`config.mk`:
```
export PLATFORM = sky130hd
export DESIGN_NAME = fetch_stage_flat
export DESIGN_NICKNAME = d
export VERILOG_FILES = /design/src/rtl/mips_pkg.sv /design/src/rtl/fetch_stage_if.sv /design/src/rtl/fetch_stage_if_id_reg.sv /design/src/rtl/fetch_stage.sv /design/src/flat_wrapper.sv
export SDC_FILE = /design/constraint.sdc
export NUM_CORES = 1
export LEC_CHECK = 0
export BUFFER_PORTS_ARGS = -buffer_cell sky130_fd_sc_hd__buf_4
export CORE_ASPECT_RATIO = 0.5
export CORE_MARGIN = 3
export CORE_UTILIZATION = 55
export CTS_CLUSTER_DIAMETER = 80
export DETAILED_ROUTE_END_ITERATION = 8
export PLACE_DENSITY = 0.95
export SYNTH_ARGS = -nofsm -noshare
export SYNTH_HDL_FRONTEND = slang
export SYNTH_HIERARCHICAL = 1
export SYNTH_SLANG_ARGS = --single-unit
export TNS_END_PERCENT = 5
```
`constraint.sdc`:
```
create_clock -name clk -period 4.9 [get_ports clk]
set_input_delay 0.98 -clock clk [delete_from_list [all_inputs] [get_ports clk]]
set_output_delay 0.98 -clock clk [all_outputs]
set_load 0.01 [all_outputs]
```
`src/rtl/mips_pkg.sv`:
```
// +--------------------------------------------------------------------------+
// | mips_pkg : shared types and constants for the MIPS pipeline stages        |
// | Rev 1.0  : initial release                                                |
// +--------------------------------------------------------------------------+
`default_nettype none

package mips_pkg;

  typedef logic [31:0] word_t;

  localparam word_t NOP_INSTR = 32'h0000_0000;
  localparam word_t PC_STEP   = 32'd4;

  // The ROM is word-addressed, so its index is the byte PC shifted right by two
  function automatic word_t word_index(input word_t byte_addr);
    return {2'b00, byte_addr[31:2]};
  endfunction

endpackage

`default_nettype wire

```
`src/rtl/fetch_stage_if.sv`:
```
// +--------------------------------------------------------------------------+
// | fetch_stage_if : control, instruction-ROM and IF/ID bundle of the fetch   |
// | stage. The master modport is the fetch stage, the slave its environment.  |
// | Rev 1.0  : initial release                                                |
// +--------------------------------------------------------------------------+
`default_nettype none

interface fetch_stage_if;
  import mips_pkg::*;

  logic  stall;
  logic  redirect;
  word_t redirect_pc;
  word_t imem_addr;
  word_t imem_rdata;
  word_t pc;
  word_t if_id_instr;
  word_t if_id_pc4;
  logic  if_id_valid;
  word_t fetch_count;
  logic  fetch_fault;

  modport master (
    input  stall, redirect, redirect_pc, imem_rdata,
    output imem_addr, pc, if_id_instr, if_id_pc4, if_id_valid,
           fetch_count, fetch_fault
  );

  modport slave (
    output stall, redirect, redirect_pc, imem_rdata,
    input  imem_addr, pc, if_id_instr, if_id_pc4, if_id_valid,
           fetch_count, fetch_fault
  );

endinterface

`default_nettype wire

```
`src/rtl/fetch_stage_if_id_reg.sv`:
```
// +--------------------------------------------------------------------------+
// | if_id_reg : IF/ID pipeline register with load / hold / flush controls.    |
// | Priority is reset > flush > load > hold. Flush keeps pc4.                 |
// | Rev 1.0  : initial release                                                |
// +--------------------------------------------------------------------------+
`default_nettype none

module if_id_reg
  import mips_pkg::*;
(
  input  logic  clk,
  input  logic  reset,
  input  logic  load,
  input  logic  flush,
  input  word_t instr_d,
  input  word_t pc4_d,
  input  logic  valid_d,
  output word_t instr,
  output word_t pc4,
  output logic  valid
);

  always_ff @(posedge clk) begin
    if (reset) begin
      instr <= NOP_INSTR;
      pc4   <= '0;
      valid <= 1'b0;
    end else if (flush) begin
      instr <= NOP_INSTR;
      valid <= 1'b0;
    end else if (load) begin
      instr <= instr_d;
      pc4   <= pc4_d;
      valid <= valid_d;
    end
  end

endmodule

`default_nettype wire

```
`src/rtl/fetch_stage.sv`:
```
// +--------------------------------------------------------------------------+
// | fetch_stage : PC, next-PC selection, fetch counter and IF/ID capture.     |
// | Optional macro IMEM_RANGE_CHECK_EN enables out-of-range fetch detection.  |
// | Rev 1.0  : initial release                                                |
// +--------------------------------------------------------------------------+
`default_nettype none

module fetch_stage
  import mips_pkg::*;
#(
  parameter word_t RESET_PC   = 32'h0000_0000,
  parameter int    IMEM_WORDS = 64
)(
  input  logic           clk,
  input  logic           reset,
  fetch_stage_if.master  bus
);

`ifdef IMEM_RANGE_CHECK_EN
  localparam bit RANGE_CHECK = 1'b1;
`else
  localparam bit RANGE_CHECK = 1'b0;
`endif

  word_t pc_q;
  word_t count_q;
  word_t pc_plus4;
  logic  sequential;
  logic  out_of_range;

  assign pc_plus4     = pc_q + PC_STEP;
  assign sequential   = !bus.redirect && !bus.stall;
  assign out_of_range = RANGE_CHECK && (word_index(pc_q) >= 32'(IMEM_WORDS));

  assign bus.imem_addr   = word_index(pc_q);
  assign bus.pc          = pc_q;
  assign bus.fetch_count = count_q;

  // Redirect beats stall; the target's low two bits are dropped silently
  always_ff @(posedge clk) begin
    if (reset) begin
      pc_q    <= RESET_PC;
      count_q <= '0;
    end else if (bus.redirect) begin
      pc_q <= bus.redirect_pc & ~32'h3;
    end else if (!bus.stall) begin
      pc_q <= pc_plus4;
      if (!out_of_range) begin
        count_q <= count_q + 32'd1;
      end
    end
  end

`ifdef IMEM_RANGE_CHECK_EN
  logic fault_q;

  always_ff @(posedge clk) begin
    if (reset) begin
      fault_q <= 1'b0;
    end else if (sequential && out_of_range) begin
      fault_q <= 1'b1;
    end
  end

  assign bus.fetch_fault = fault_q;
`else
  assign bus.fetch_fault = 1'b0;
`endif

  if_id_reg u_if_id_reg (
    .clk     (clk),
    .reset   (reset),
    .load    (sequential),
    .flush   (bus.redirect),
    .instr_d (out_of_range ? NOP_INSTR : bus.imem_rdata),
    .pc4_d   (pc_plus4),
    .valid_d (!out_of_range),
    .instr   (bus.if_id_instr),
    .pc4     (bus.if_id_pc4),
    .valid   (bus.if_id_valid)
  );

endmodule

`default_nettype wire

```
`src/flat_wrapper.sv`:
```
// flat-port wrapper written by rule: the top's interface ports become plain ports
module fetch_stage_flat import mips_pkg::*;
#(
  parameter word_t RESET_PC   = 32'h0000_0000,
  parameter int    IMEM_WORDS = 64
)
  (clk, reset, bus_stall, bus_redirect, bus_redirect_pc, bus_imem_rdata, bus_imem_addr, bus_pc, bus_if_id_instr, bus_if_id_pc4, bus_if_id_valid, bus_fetch_count, bus_fetch_fault);
  fetch_stage_if bus_i ();
  input  logic clk;
  input  logic reset;
  input wire logic [$bits(bus_i.stall)-1:0] bus_stall;
  input wire logic [$bits(bus_i.redirect)-1:0] bus_redirect;
  input wire logic [$bits(bus_i.redirect_pc)-1:0] bus_redirect_pc;
  input wire logic [$bits(bus_i.imem_rdata)-1:0] bus_imem_rdata;
  output wire logic [$bits(bus_i.imem_addr)-1:0] bus_imem_addr;
  output wire logic [$bits(bus_i.pc)-1:0] bus_pc;
  output wire logic [$bits(bus_i.if_id_instr)-1:0] bus_if_id_instr;
  output wire logic [$bits(bus_i.if_id_pc4)-1:0] bus_if_id_pc4;
  output wire logic [$bits(bus_i.if_id_valid)-1:0] bus_if_id_valid;
  output wire logic [$bits(bus_i.fetch_count)-1:0] bus_fetch_count;
  output wire logic [$bits(bus_i.fetch_fault)-1:0] bus_fetch_fault;
  assign bus_i.stall = bus_stall;
  assign bus_i.redirect = bus_redirect;
  assign bus_i.redirect_pc = bus_redirect_pc;
  assign bus_i.imem_rdata = bus_imem_rdata;
  assign bus_imem_addr = bus_i.imem_addr;
  assign bus_pc = bus_i.pc;
  assign bus_if_id_instr = bus_i.if_id_instr;
  assign bus_if_id_pc4 = bus_i.if_id_pc4;
  assign bus_if_id_valid = bus_i.if_id_valid;
  assign bus_fetch_count = bus_i.fetch_count;
  assign bus_fetch_fault = bus_i.fetch_fault;
  fetch_stage #(.RESET_PC(RESET_PC), .IMEM_WORDS(IMEM_WORDS)) u_core (.clk(clk), .reset(reset), .bus(bus_i));
endmodule
```
[Yosys cells after proc, flatten, opt, wreduce, memory -nomap -nowiden]
Index checks and enable logic that the tools add are counted.
Storage, ports and cells
  register bits after elaboration: 129
  bits in latches: 0
  RAM bits: 0
  ROM bits: 0
  input bits: 68
  output and inout bits: 162
  logic and storage cells: 19
  memories: 0
Operators by class
  add/subtract/negate cells: 2
  $mul: 0
  divide/modulo/power cells: 0
  magnitude comparators: 0
  equal/unequal tests: 1
  shift-type cells: 0
  multiplexer cells: 2
  bitwise operators: 2
  reduce and logical (&&, ||, !) cells: 6
Operators with widths (number)
  2-to-1 mux 32 bit: 2
  adder 32 x 1 -> 32 bit, second input constant: 1
  adder 32 x 3 -> 32 bit, second input constant: 1
  AND reduction 2 bit: 2
  zero test 1 bit: 2
  != test 2 x 1 -> 1 bit, second input constant: 1
  inverter 1 bit: 2
  OR reduction 2 bit: 1
  logical AND 1 bit: 1

[Logic depth before layout (Yosys ltp)]
Gate-level depths: netlist of the first run.
  word-level depth: 3
  depth in mapped cells: 9
  mapped depth without buffers: 7

[Cells and area by module]
The synthesis of the first run kept the hierarchy.
By module, submodules not included
  fetch_stage: times used 1, cells an instance 503, area an instance 4000.1 sq um, seq. area each 1241.2 sq um
  if_id_reg: times used 1, cells an instance 253, area an instance 2683.8 sq um, seq. area each 1301.2 sq um

[Worst setup path before layout of the first run]
Ideal clock, no wire load.
  path type: input-to-reg
  start: in bus_stall
  end: reg u_core.pc_q[23], in the netlist u_core/bus.pc[23]
  setup time: 0.091 ns
  arrival: 2.441 ns
  data required time: 4.809 ns
  path slack: 2.368 ns
  cell stages on the path: 5
  buffers on the path: 2
  path through: clkbuf_1 or4_1 clkbuf_1 or4_1 a311oi_1
Between the ends
  longest elaborated chain between the ends: 1
RTL lines
  from (decl): line flat_wrapper.sv:11  | input wire logic [$bits(bus_i.stall)-1:0] bus_stall;
  != test 2 x 1 -> 1 bit (no line)
  to (signal assigned): line fetch_stage.sv:45  | pc_q <= bus.redirect_pc & ~32'h3;
  to (signal assigned): line fetch_stage.sv:47  | pc_q <= pc_plus4;
  to (decl): line fetch_stage.sv:25  | word_t pc_q;
Every way passes these cells.
A chain may end at the register's enable or synchronous reset.

[Worst setup path after layout of the first run]
  start: in bus_redirect
  end: reg u_core.count_q[31], in the netlist u_core/bus.fetch_count[31]
Between the ends
  longest elaborated chain between the ends: 2
RTL lines
  from (decl): line flat_wrapper.sv:12  | input wire logic [$bits(bus_i.redirect)-1:0] bus_redirect;
  inverter 1 bit (no line)
  AND reduction 2 bit (no line)
  to (signal assigned): line fetch_stage.sv:49  | count_q <= count_q + 32'd1;
  to (decl): line fetch_stage.sv:26  | word_t count_q;
Every way passes these cells.

==> key figures, run 1 <==
Die
  – Num ports: 230
  – Chip width: 161.9 µm
  – Initial Util: 58.54%
  – Die Footprint: 13,590 µm²
  – Row cnt: 27
  – Die height: 83.95 µm
  – Core Area: 11,420 µm²

Power and ir drop
  – Max VDD drop: 198.3 µV
  – P per Cell Area: 317.3 nW/µm²
  – Leakage power: 0.003471 µW
  – Pwr Total: 2734 µW

Timing
  – Fmax: 328.0 MHz
  – Period minus WS final: 3.049 ns
  – RSZ-0062 raised after global routing: no
  – Final hold violation count: 0
  – Final number of max-transition violations: 0
  – Tcrit/Tclk final: 62.22%
  – Finish-stage setup viols: 0
  – Relative slew slack: 15.52%
  – Worst Tran Pin Value: 1.266 ns
  – PnR worst setup slack: 1.851 ns
  – Setup TNS: 0 ns
  – Skew final: 0.01337 ns

Setup path
  – Max Fanout on Critical Path: 63
  – CP cell instances: buf_4 -> nor4bb_1 -> nand4_1 -> nor4_1 -> mux2_2
  – Worst stage delay on the critical path: 0.71 ns
  – Critical Path AT: 3.35 ns
  – Worst endpoint required time: 5.20 ns
  – Setup crit end kind: flop
  – Family with the most delay on the worst path: simple AND/OR/NAND/NOR gates
  – CP max stage cell: nor4bb_1
  – WP buf/inv: 1
  – Setup crit start kind: input pin
  – WS Path Type: in -> reg

Clocking
  – CTS tree: yes
  – Clk buf depth: 2
  – Num CTS Buffers: 17
  – Htree depth: 4
  – Worst-path clk slew: 0.06 ns
  – Post-CTS sizing: 0
  – Worst-Skew Late Latency: 0.42 ns
  – Post-CTS Setup Bufs: 0
  – Clock Sinks: 127
  – Root buf cell: clkbuf_16
  – Hold buffer count at cts: 0

Cells and area
  – Most frequent cells in the layout: buf_4, dfxtp_1, nor2_1
  – Share of cells above drive strength 1: 29.55%
  – Multi-input logic area: 3500 µm²
  – Fill cells: 770
  – Commonest non-fill, non-tap cell in the layout: buf_4
  – Post-route cell area: 8618 µm²
  – Final nets: 981
  – Sequential Area: 2542 µm²
  – N_diodes: 0
  – Area added between synthesis and finish: 28.94%

Placement
  – Port Buf Inserts: 222
  – Dpl cell area: 7998 µm²
  – Global placement routability congestion: 0.8794
  – Pre-CTS setup slack: 1.505 ns
  – Placed wire-length estimate: 13,050 µm

GRT
  – Grt ovf: 0
  – Vias in the first global route: 5,929
  – Largest net degree at the start of global routing: 85
  – First-pass GRT wire length: 30,390 µm
  – Total track usage: 27.05%
  – Initial antenna violation count: 0

Synthesis
  – Post-synthesis compound-gate area fraction: 11.03%
  – #FFs+latches synth: 127
  – Synth Warn #: 6
  – Async SR Flop Fraction: 0%
  – Library cells used by synthesis: 52
  – Synth Flop Type: dfxtp_1
  – Post-synthesis cell area: 6684 µm²
  – Number of synthesized flops with an enable pin: 0
  – Seq/Total Area, Yosys: 38.04%
  – Mux cell area share after synthesis: 6.271%
  – Post-synthesis xor/xnor area fraction: 6.028%
  – Largest family of logic cells by synthesized area: simple AND/OR/NAND/NOR gates
  – Syn_area_per_cell: 8.841 µm²
  – Adder-cell share of the synthesized area: 0.3744%
  – Syn Inst Count: 756
  – Simple logic cell fraction of the synthesized area: 28.00%

Detailed routing
  – Routed vias/inst: 5.950
  – Final Routed Wirelength: 19,550 µm
  – DR DRC count: 0
  – Antenna Violating Nets Remaining: 0
  – Total number of vias: 6,444
  – WL per Instance: 18.05 µm
  – Initial DRC count: 624
  – Initial DRT Pass Iterations: 5

Hold path
  – Hold WC Path Type: reg -> reg

Run status
  – Status: completed

Job
  – Max-cap viol count: 0
## path summary, 6_finish.rpt
kind,cells past startpoint,slack (ns),startpoint,end
min,2,0.47,u_core/u_if_id_reg/pc4[18],u_core/u_if_id_reg/pc4[18]
max,5,1.85,bus_redirect,u_core/bus.fetch_count[31]
max reg2reg,5,1.91,u_core/bus.pc[2],u_core/bus.pc[26]
min reg2reg,2,0.47,u_core/u_if_id_reg/pc4[18],u_core/u_if_id_reg/pc4[18]
## Yosys cell counts, drive strengths merged (3+ instances only)
cell type | number | share of area, %
nor2 | 82 | 4.6
nor3 | 14 | 1.0
nand4bb | 33 | 5.6
or4 | 17 | 2.0
and3 | 4 | 0.37
xor2 | 21 | 2.8
or3 | 13 | 1.2
nand2b | 32 | 3.0
and2 | 3 | 0.28
a21oi | 20 | 1.5
nor2b | 9 | 0.88
a221oi | 3 | 0.39
xnor2 | 25 | 3.3
o21ai | 46 | 3.4
nor4 | 15 | 1.5
o31ai | 14 | 1.6
a2111oi | 5 | 0.66
mux2i | 34 | 5.1
dfxtp | 127 | 38
a311oi | 13 | 1.7
buf | 58 | 6.9
nand3 | 18 | 1.5
mux2 | 7 | 1.2
inv | 20 | 1.1
a211oi | 10 | 1.1
nand4 | 26 | 2.6
nand2 | 26 | 1.5
and4 | 10 | 1.3
clkbuf | 36 | 2.1
## power breakdown
group	internal [µW]	switching (µW)
clock network	817	511
logic	148	142
registers	1060	53.4
## cells by family (layout without fill, tap and decap cells)
family                     after synthesis  count (layout)
other                                    2               8
adders and majority gates                2               2
muxes                                   41              41
xor gates and xnor gates                46              46
and+or+nand+nor                        307             307
AOI/OAI and AO/OA                      117             117
buffers and inverters                  114             276
DFF                                    127             127
## through the flow
| step | hold WS, ns | util (%) | std cells |
|---|---|---|---|
| 2_1_floorplan | 0.4862 | - | 762 |
| 3_3_place_gp | 0.4542 | 70.04 | 1051 |
| 3_5_place_dp | 0.4594 | 70.04 | 1051 |
| 4_1_cts | 0.4696 | 75.48 | 1083 |
| 5_1_grt | 0.4939 | 75.48 | 1083 |
| 6_report | 0.4658 | 75.48 | 1083 |
## metal layers
layer	vias up	GRT usage [%]	share of wire [%]
met5	-	0	0
met4	0	8.514	2.3
met3	50	5.104	9.4
met2	392	46.25	48
met1	3017	34.62	40
li1	2985	-	-
## worst min-delay path, stage by stage, from the launching register on
cell and delay (ns):
dfxtp_1 0.31, nand2b_1 0.07, o21ai_1 0.05
## state kept, by name, indices dropped and copies added, names as in the netlist
signal,cells
u_core/bus.fetch_count,32
u_core/u_if_id_reg/pc4,32
u_core/u_if_id_reg/instr,32
u_core/u_if_id_reg/valid,1
u_core/bus.pc,30
## area by class of cell
| class | count | area share (%) |
|---|---|---|
| inverters | 20 | 0.8711 |
| clock inverters | 15 | 2.265 |
| well taps | 159 | 2.308 |
| multi-input cells | 521 | 40.61 |
| flip-flops and latches | 127 | 29.50 |
| clock buffers | 17 | 4.936 |
| repair buffers | 224 | 19.51 |
Note: power is estimated with default switching activity, not from simulation.
==> run 2: changes to the inputs <==
--- a/config.mk
+++ b/config.mk
@@ -8,10 +8,10 @@
 export BUFFER_PORTS_ARGS = -buffer_cell sky130_fd_sc_hd__buf_4
 export CORE_ASPECT_RATIO = 0.5
 export CORE_MARGIN = 3
-export CORE_UTILIZATION = 55
+export CORE_UTILIZATION = 46
 export CTS_CLUSTER_DIAMETER = 80
 export DETAILED_ROUTE_END_ITERATION = 8
-export PLACE_DENSITY = 0.95
+export PLACE_DENSITY = 0.85
 export SYNTH_ARGS = -nofsm -noshare
 export SYNTH_HDL_FRONTEND = slang
 export SYNTH_HIERARCHICAL = 1
==> constraint.sdc (replaced) <==
create_clock -name clk -period 2.6 [get_ports clk]
set_input_delay 0.52 -clock clk [delete_from_list [all_inputs] [get_ports clk]]
set_output_delay 0.52 -clock clk [all_outputs]
set_load 0.01 [all_outputs]
==> run 2 against run 1 <==
Total power rose by 87%. Sequential share of layout area decreased by 0.79 points. Wire length is 1.7% lower. Global-route usage down 4.7 points. Non-clock buffer count is 23 higher. Hold slack got worse by 0.13 ns. Largest power group unchanged.
==> key figures, run 2 (synthesized netlist as in run 1, its figures left out) <==
GRT
  – Largest net degree at the start of global routing: 75 (-12%)
  – First-pass GRT wire length: 29,590 µm (-2.6%)
  – Total track usage: 22.40% (-4.7 points)
  – Grt ovf: 0 (unchanged)
  – Initial antenna violation count: 0 (unchanged)
  – Vias in the first global route: 5,725 (-3.4%)

Power and ir drop
  – Psw: 1353 µW (+92%)
  – Max VDD drop: 421.3 µV (+110%)
  – Pwr Total: 5109 µW (+87%)
  – Clk network pwr share: 47.7% (-0.9 points)
  – Sw frac: 26.48% (+0.65 points)
  – Internal Pwr Total: 3756 µW (+85%)
  – Gate power share: 11.6% (+1.0 points)
  – Leakage power: 0.003590 µW (+3.4%)
  – Reg power frac: 40.8% (about the same)
  – P per Cell Area: 577.0 nW/µm² (+82%)

Timing
  – Final number of max-transition violations: 0 (unchanged)
  – Period minus WS final: 2.388 ns
  – Skew final: 0.01513 ns (+0.001760 ns)
  – Tcrit/Tclk final: 91.84%
  – Final hold violation count: 0 (unchanged)
  – Relative slew slack: 50.33% (+35 points)
  – Finish-stage setup viols: 0 (unchanged)
  – RSZ-0062 raised after global routing: no
  – Worst Tran Pin Value: 0.7382 ns (-0.5276 ns)
  – Setup TNS: 0 ns (unchanged)
  – Fmax: 418.8 MHz

Cells and area
  – Area added between synthesis and finish: 32.48%
  – Fill cells: 1,131 (+47%)
  – Most frequent cells in the layout: buf_4, dfxtp_1, nor2_1
  – Final nets: 1,004 (+2.3%)
  – N_diodes: 0 (unchanged)
  – Post-route cell area: 8855 µm² (+2.7%)
  – Share of cells above drive strength 1: 31.26% (+1.7 points)
  – Commonest non-fill, non-tap cell in the layout: buf_4

Setup path
  – WS Path Type: reg -> reg
  – Critical Path AT: 2.63 ns (-0.72 ns)
  – Setup crit start kind: flop
  – Setup crit end kind: flop
  – Max Fanout on Critical Path: 14 (-78%)
  – Worst endpoint required time: 2.85 ns (-2.35 ns)

Clocking
  – Post-CTS Setup Bufs: 0 (unchanged)
  – Clock Sinks: 127 (unchanged)
  – Clk buf depth: 2 (unchanged)
  – CTS tree: yes
  – Worst-Skew Late Latency: 0.42 ns (about the same)
  – Root buf cell: clkbuf_16
  – Hold buffer count at cts: 0 (unchanged)
  – Post-CTS sizing: 0 (unchanged)
  – Worst-path clk slew: 0.07 ns (about the same)
  – Htree depth: 4 (unchanged)
  – Num CTS Buffers: 17 (unchanged)

Die
  – Chip width: 176.5 µm (+9.0%)
  – Initial Util: 48.13% (-10 points)
  – Num ports: 230 (unchanged)
  – Row cnt: 30 (+11%)
  – Die Footprint: 16,100 µm² (+18%)
  – Core Area: 13,890 µm² (+22%)
  – Die height: 91.24 µm (+8.7%)

Detailed routing
  – Antenna Violating Nets Remaining: 0 (unchanged)
  – DR DRC count: 0 (unchanged)
  – WL per Instance: 16.87 µm (-6.5%)
  – Routed vias/inst: 5.569 (-6.4%)
  – Final Routed Wirelength: 19,210 µm (-1.7%)
  – Initial DRC count: 554 (-11%)
  – Total number of vias: 6,343 (-1.6%)
  – Initial DRT Pass Iterations: 5 (unchanged)

Hold path
  – Hold WC Path Type: in -> reg

Placement
  – Placed wire-length estimate: 13,350 µm (+2.3%)
  – Port Buf Inserts: 222 (unchanged)
  – Dpl cell area: 8249 µm² (+3.1%)
  – Global placement routability congestion: 0.8480 (-3.6%)

Job
  – Max-cap viol count: 0 (unchanged)

Run status
  – Status: completed
[run 2: cell count changes in the layout (fill, tap and decap cells not counted), moves of 2 or more]
cell,change
inv_8,+2
inv_6,-2
buf_4,+20
buf_12,+3
[run 2: power by group through the flow]
stage                     sequential, µW  combinational [µW]  clock (µW)
after global routing                2090                 630        2560
after global placement              2120                 570           0
after detailed placement            2120                 584           0
after CTS                           2080                 588        2470
final                               2080                 590        2440
after floorplan                     2130                 333           0
[run 2: area by class of cell]
cell class              count  area, µm²  share of cell area [%]
multi-input cells         521       3505                   39.58
repair buffers            247       1892                   21.36
clock buffers              18      429.2                   4.847
inverters                  20      75.07                  0.8478
well taps                 192      240.2                   2.713
clock inverters            14      171.4                   1.936
flip-flops and latches    127       2542                   28.71
[run 2: through the flow]
stage | utilization (%) | hold WS, ns | worst slack, ns | instances
after floorplan | - | 0.4862 | 0.4447 | 762
after global placement | 59.40 | 0.4548 | 0.1988 | 1107
after detailed placement | 59.40 | 0.4551 | 0.2099 | 1107
after CTS | 63.72 | 0.3298 | 0.09981 | 1139
after global routing | 63.76 | 0.3401 | 0.1002 | 1139
final | 63.76 | 0.3381 | 0.2122 | 1139
[run 2: path summary, 6_finish.rpt]
check                                           startpoint                    endpoint  slack, ns  depth (start not counted)
worst max-delay path                      u_core/bus.pc[2]           u_core/bus.pc[24]       0.21                          6
worst min-delay path                    bus_redirect_pc[3]            u_core/bus.pc[3]       0.34                          3
worst max register to register            u_core/bus.pc[2]           u_core/bus.pc[24]       0.21                          6
worst min register to register  u_core/u_if_id_reg/pc4[18]  u_core/u_if_id_reg/pc4[18]       0.47                          2
[run 2: layer usage]
layer | routed length [µm] | track usage, %
met5 | 0 | 0
met4 | 211 | 5.944
met3 | 1628 | 5.013
met2 | 9371 | 38.44
met1 | 8002 | 28.51
[run 2: critical path, cell delays in order (launching register included)]
cell and delay [ns]:
dfxtp_1 0.49, ha_1 0.27, nand3_2 0.25, nor4_2 0.33
buf_4 0.23, a311oi_1 0.12, a2111oi_0 0.51
